===== src/rtl/regfile_sb.sv =====
// ============================================================================
// Module  : regfile_sb
// Brief   : Two-read/one-write register file with bypass, pending-write
//           scoreboard, debug read port and synchronous clear.
// Revision: 1.0 - initial release
// ============================================================================
`default_nettype none

module regfile_sb #(
    parameter int DATA_W = 32,
    parameter int ADDR_W = 5,
    parameter int BYPASS = 1
) (
    input  logic              clk,
    input  logic              resetn,
    input  logic              wen,
    input  logic [ADDR_W-1:0] waddr,
    input  logic [DATA_W-1:0] wdata,
    input  logic [ADDR_W-1:0] raddr1,
    input  logic [ADDR_W-1:0] raddr2,
    output logic [DATA_W-1:0] rdata1,
    output logic [DATA_W-1:0] rdata2,
    output logic              rbusy1,
    output logic              rbusy2,
    input  logic              mark_en,
    input  logic [ADDR_W-1:0] mark_addr,
    output logic [ADDR_W:0]   busy_cnt,
    input  logic [ADDR_W-1:0] test_addr,
    output logic [DATA_W-1:0] test_data
);

    localparam int c_NREG   = 2 ** ADDR_W;
    localparam bit c_BYPASS = (BYPASS != 0);

    logic [DATA_W-1:0] r_rf [c_NREG];
    logic [c_NREG-1:0] r_pending;
    logic [ADDR_W:0]   r_busy_cnt;

    logic              w_we;
    logic              w_mk;
    logic              w_set;
    logic              w_clr;
    logic [c_NREG-1:0] w_pending_nxt;

    assign w_we  = wen && (waddr != '0);
    assign w_mk  = mark_en && (mark_addr != '0);
    assign w_set = w_mk && !r_pending[mark_addr];
    // A write to the register being re-marked keeps it pending, so no clear.
    assign w_clr = w_we && r_pending[waddr] && !(w_mk && (waddr == mark_addr));

    always_comb begin
        w_pending_nxt = r_pending;
        if (w_we) w_pending_nxt[waddr] = 1'b0;
        if (w_mk) w_pending_nxt[mark_addr] = 1'b1;
        w_pending_nxt[0] = 1'b0;
    end

    always_ff @(posedge clk) begin
        if (!resetn) begin
            for (int i = 0; i < c_NREG; i++) r_rf[i] <= '0;
            r_pending  <= '0;
            r_busy_cnt <= '0;
        end else begin
            if (w_we) r_rf[waddr] <= wdata;
            r_pending  <= w_pending_nxt;
            r_busy_cnt <= r_busy_cnt + (ADDR_W+1)'(w_set) - (ADDR_W+1)'(w_clr);
        end
    end

    always_comb begin
        rdata1 = '0;
        rbusy1 = 1'b0;
        if (raddr1 != '0) begin
            if (c_BYPASS && w_we && (waddr == raddr1)) begin
                rdata1 = wdata;
            end else begin
                rdata1 = r_rf[raddr1];
                rbusy1 = r_pending[raddr1];
            end
        end
    end

    always_comb begin
        rdata2 = '0;
        rbusy2 = 1'b0;
        if (raddr2 != '0) begin
            if (c_BYPASS && w_we && (waddr == raddr2)) begin
                rdata2 = wdata;
            end else begin
                rdata2 = r_rf[raddr2];
                rbusy2 = r_pending[raddr2];
            end
        end
    end

    assign test_data = (test_addr == '0) ? '0 : r_rf[test_addr];
    assign busy_cnt  = r_busy_cnt;

endmodule

`default_nettype wire


===== config.mk =====
export PLATFORM = sky130hd
export DESIGN_NAME = regfile_sb
export DESIGN_NICKNAME = d
export VERILOG_FILES = /design/src/rtl/regfile_sb.sv
export SDC_FILE = /design/constraint.sdc
export NUM_CORES = 2
export LEC_CHECK = 0
export BUFFER_PORTS_ARGS = -buffer_cell sky130_fd_sc_hd__buf_2
export CAP_MARGIN = 20
export CELL_PAD_IN_SITES_DETAIL_PLACEMENT = 1
export CELL_PAD_IN_SITES_GLOBAL_PLACEMENT = 1
export CORE_ASPECT_RATIO = 0.6
export CORE_MARGIN = 1
export CORE_UTILIZATION = 55
export DETAILED_ROUTE_END_ITERATION = 10
export PLACE_DENSITY = 0.85
export SYNTH_ARGS = -nofsm -noshare
export SYNTH_HDL_FRONTEND = slang
export SYNTH_SLANG_ARGS = --single-unit

===== constraint.sdc =====
create_clock -name clk -period 5.65 [get_ports clk]
set_input_delay 0 -clock clk [delete_from_list [all_inputs] [get_ports clk]]
set_output_delay 0 -clock clk [all_outputs]
set_load 0.03 [all_outputs]

# Yosys cells after proc, flatten, opt, wreduce, memory -nomap -nowiden
# Memory sizes are Yosys's and may differ from the RTL's.
# Cells that the tools add are included.
classes:
  add_sub_neg: 2
  order_cmp: 6
  n_eq_ne: 3
  n_mux: 30
  bitwise_logic: 3
  reduce_logical: 18
ops:
  columns: ["operator", "n"]
  rows:
  - ["$mux W32", 8]
  - ["$and A32 B32 Y32", 1]
  - ["$not A32 Y32", 1]
  - ["$or A32 B32 Y32", 1]
  - ["$reduce_or A32 Y1", 1]
  - ["$lt A5 B6 Y1 const B", 4]
  - ["$bmux W1 S5", 4]
  - ["$reduce_bool A5 Y1", 4]
  - ["$eq A5 B5 Y1", 3]
  - ["$mux W1", 15]
  - ["$demux W1 S5", 2]
  - ["$ge A5 B1 Y1 const B", 2]
  - ["$logic_and A1 B1 Y1", 10]
  - ["$add A6 B1 Y6", 1]
  - ["$sub A6 B1 Y6", 1]
  - ["$logic_not A5 Y1", 1]
  - ["$mux W5", 1]
  - ["$logic_not A1 Y1", 2]
word_totals:
  register_bits: 38
  ram_bits: 1024
  inputBits: 61
  out_inout_bits: 104
  elab_cells: 66
  mem_count: 1
mem_list:
  columns: ["memory", "words", "word_bits", "rd", "rd_clocked_by_memory_dff", "wr", "line", "rtl"]
  rows:
  - ["r_rf", 32, 32, 3, 0, 32, "35", "logic [DATA_W-1:0] r_rf [c_NREG];"]

# Logic depth before layout (Yosys ltp)
depth:
  word_depth: 9
  mapped_depth: 16

# Worst setup path before layout
# OpenSTA, ideal clock, no wires.
synth_timing:
  path_type: "input -> register"
  from: "input waddr[3]"
  to: "memory r_rf[5][0], enable pin"
  setup_time_ns: 0.468
  t_arrival_ns: 3.234
  slack_ns: 1.948
  cell_stages: 4
  path_buffers: 2
  path_cell_list: "buf_1 -> or3b_2 -> clkbuf_1 -> o21ai_0"
synth_rtl:
  columns: ["element", "line", "rtl"]
  rows:
  - ["from (decl)", "17", "input logic [ADDR_W-1:0] waddr,"]
  - ["to (decl)", "35", null]

# Worst setup path after layout
layout_timing:
  from: "input raddr1[3]"
  to: "output rdata1[6]"
layout_between:
  elab_chain_len: 4
layout_lines:
  columns: ["element", "line", "rtl"]
  rows:
  - ["from (decl)", "19", "input logic [ADDR_W-1:0] raddr1,"]
  - ["branches (longest 3 deep; another with $mem_v2 Z32 W32)", null, null]
  - ["$mux W32 (*)", "73", "if (raddr1 != '0) begin"]
  - ["to (decl)", "21", "output logic [DATA_W-1:0] rdata1,"]
# Every way passes the cells marked *.

==> impl_metrics.py <==
metrics = {
    "logic_synthesis": {
        "synth_compound_area_frac": 0.0625,
        "synth_cell_types": 66,
        "synth_most_common_cell": "edfxtp_1",
        "yosysWarningCount": 0,
        "yosys-mux-area-fraction": 0.300,
        "synth.largest_area_cell": "edfxtp_1",
        "synth_common_cells": "edfxtp_1, and2_1, mux4_2, clkbuf_1, mux2i_1",
        "syn_inst": 4536,
        "async_flop_share": 0,
        "avgSynthCellArea_um2": 14.6,
        "synth_top_family_by_area": "multiplexers",
        "synth_edf_count": 1024,
        "synthFlopType": "edfxtp_1",
        "yosys.area_share.simple": 0.116,
        "ys_ff_latch": 1061,
        "synth_area_um2": 66200,
        "synthTopCellsByArea": "edfxtp_1, mux4_2, and2_1, mux2i_1, clkbuf_1",
        "yosysSeqAreaShare": 0.476,
        "synth_xor_area_frac": 0.00252,
        "yosysTopAreaCellShare": 0.465,
        "synth_fa_ha_area_frac": 0.00144,
    },
    "clock_network": {
        "cts_buffer_depth": 3,
        "ctsHtreeMaxLevel": 3,
        "cts_sinks": 1061,
        "cts_tree": "built",
        "path_clk_slew_ns": 0.08,
        "cts_root_buffer": "clkbuf_16",
        "worstSkewPairLatency_ns": 0.74,
        "cts_buffers": 103,
    },
    "die": {
        "die_h_um": 271,
        "die_area_um2": 122000,
        "fp-row-count": 98,
        "core_area_um2": 119000,
        "dieWidth_um": 450,
        "initial_core_util": 0.555,
        "io_pins": 165,
    },
    "critical_path": {
        "worstPathRequired_ns": 5.65,
        "arrival_ns": 3.67,
        "crit_path_max_incr_delay_ns": 0.76,
        "ff2ff_path_depth": 13,
        "path_cells": "buf_4 -> buf_4 -> nor2b_4 -> buf_4 -> a22oi_1 -> a21oi_1 -> a221o_1 -> buf_2",
        "cp_common_cell": "buf_4",
        "timing.rr.start": "r_pending[31]$_SDFF_PN0_",
        "r2r_slack_ns": 2.34,
        "crit_fanout": 28,
        "endpoint_kind": "output pin",
        "reg2reg_to": "busy_cnt[4]$_SDFF_PN0_",
        "criticalPathCategory": "input pin to output pin",
        "slowest_stage": "buf_4",
        "start_kind": "input pin",
    },
    "sta": {
        "worst-slew-pin-transition_ns": 1.31,
        "rsz0062_at_grt": "no",
        "setup_viol": 0,
        "finClkSkew_ns": 0.0104,
        "hold_viol_final": 0,
        "finalCriticalPeriod_ns": 3.67,
        "layout_setup_ws_ns": 1.98,
        "fmax_mhz": 273,
        "slew_headroom": 0.122,
        "timing.final.crit_share": 0.649,
        "slew_violations": 0,
        "fin_tns_setup_ns": 0,
    },
    "global_routing": {
        "grt_pass1_vias": 51300,
        "antenna_found_initial": 37,
        "grt_first_pass_wirelength_mm": 396,
        "grt_util_all_layers": 0.467,
        "grt_max_degree": 132,
        "grt_overflow": 0,
    },
    "drt": {
        "top_layer_used": "met5",
        "drt-met1-wl_mm": 93.4,
        "vias_per_cell": 8.29,
        "routed-wl-met3_mm": 57.3,
        "drc_errors": 0,
        "vias": 51600,
        "wl_per_cell_um": 46.0,
        "first_pass_iters": 9,
        "drt_wl_total_mm": 286,
        "dr.first_iter.drc_count": 11400,
        "route.met2.wl_mm": 116,
        "postRouteAntennaNets": 0,
    },
    "layout": {
        "syn_to_final_growth_pct": 10.2,
        "fin_nets": 4587,
        "design_area_um2": 72900,
        "fill_cells": 10900,
        "layout-drive-gt1-share": 0.304,
    },
    "placement": {
        "place_congestion": 0.957,
        "place_ws_ns": 2.21,
        "placedInstanceArea_um2": 68900,
        "io_buffers": 164,
        "dp_hpwl_mm": 174,
    },
    "flow_run": {
        "drv_cap": 0,
    },
    "run_status": {
        "status": "finished, final reports clean",
    },
    "hold_path": {
        "min_from": "wen",
        "min_to": "r_pending[12]$_SDFF_PN0_",
        "whs_path_depth": 4,
        "holdCritPathClass": "input pin to flip-flop",
    },
    "power_and_ir_drop": {
        "peakVddDrop_mv": 0.278,
        "total_power_mw": 20.8,
        "p_leak_nw": 24.8,
        "powerDensity_nw_per_um2": 286,
    },
}
[worst max-delay path, delay by kind of cell]
| kind | cells | cell delay (ns) |
|---|---|---|
| AND/OR/NAND/NOR | 1 | 0.56 |
| buffers and inverters | 4 | 1.96 |
| AO/OA/AOI/OAI | 3 | 1.05 |
[sequential cells by signal, summed over array words and instances, names as in the netlist]
name / count
r_rf: 1024
r_pending: 31
busy_cnt: 6
[worst max-delay path by stage]
stage | from | end | slack, ns | cells after the start
final | raddr1[3] | rdata1[6] | 1.98 | 8
after CTS | r_pending[31]$_SDFF_PN0_ | busy_cnt[4]$_SDFF_PN0_ | 2.37 | 13
after global routing | r_pending[31]$_SDFF_PN0_ | busy_cnt[4]$_SDFF_PN0_ | 2.17 | 13
after floorplan | waddr[3] | r_rf[5][0]$_SDFFCE_PN0P_ | 1.95 | 4
after detailed placement | waddr[0] | busy_cnt[4]$_SDFF_PN0_ | 2.21 | 15
after global placement | mark_addr[0] | busy_cnt[4]$_SDFF_PN0_ | 2.21 | 14
[report_power, final]
| group | internal (mW) | leakage, nW | total, mW | switching, mW |
|---|---|---|---|---|
| Sequential | 9.08 | 10.1 | 9.49 | 0.406 |
| Clock | 3.99 | 1.66 | 7.39 | 3.40 |
| Combinational | 1.54 | 13.1 | 3.96 | 2.42 |
[area by class of cell]
cell class	count	area, µm²	share of cell area
Sequential cell	1061	31500	0.432
Clock inverter	64	701	0.00961
Multi-Input combinational cell	2916	32700	0.449
Antenna cell	29	72.6	0.000996
Clock buffer	123	2680	0.0368
Timing Repair Buffer	371	3000	0.0411
Tap cell	1600	2000	0.0275
Inverter	66	249	0.00342
[cells by family (layout without fill, tap and decap cells)]
logic type | count (synthesis) | count (layout)
buf+inv | 590 | 624
compound gates | 580 | 580
mux | 983 | 983
other cells | 1 | 61
flops | 1061 | 1061
fa+ha+maj | 7 | 7
simple gates | 1295 | 1295
xor+xnor | 19 | 19
[cells in the final DEF, fill, tap and decap left out, types with 47 or more instances in the layout]
cell type and n:
a211oi_1 57, a21oi_1 124, a22oi_1 82, and2_1 998, buf_2 150, buf_4 136
clkbuf_16 104, edfxtp_1 1024, inv_1 63, mux2i_1 170, mux4_2 796, nand2_1 82
o22ai_1 47
[what timing repair did]
| action | CTS | global route |
|---|---|---|
| hold buffers | 44 | 0 |
| gates resized for setup | 0 | 0 |
| buffers inserted | 0 | 0 |
| endpoints found under the hold margin | 1042 | 0 |
[layer usage]
layer	up-vias	track usage
li1	18000	-
met1	25900	0.612
met4	18	0.250
met3	1423	0.236
met2	6297	0.632
met5	-	0.00391
[per-stage QoR]
| stage | hold WS [ns] | util | instances |
|---|---|---|---|
| after floorplan | 0.198 | - | 4567 |
| after detailed placement | 0.379 | 0.578 | 5965 |
| after global placement | 0.383 | 0.577 | 5959 |
| after global routing | 0.129 | 0.611 | 6208 |
| final | 0.101 | 0.612 | 6230 |
| after CTS | 0.0199 | 0.610 | 6196 |
No activity file was read; power rests on OpenSTA's default activity.
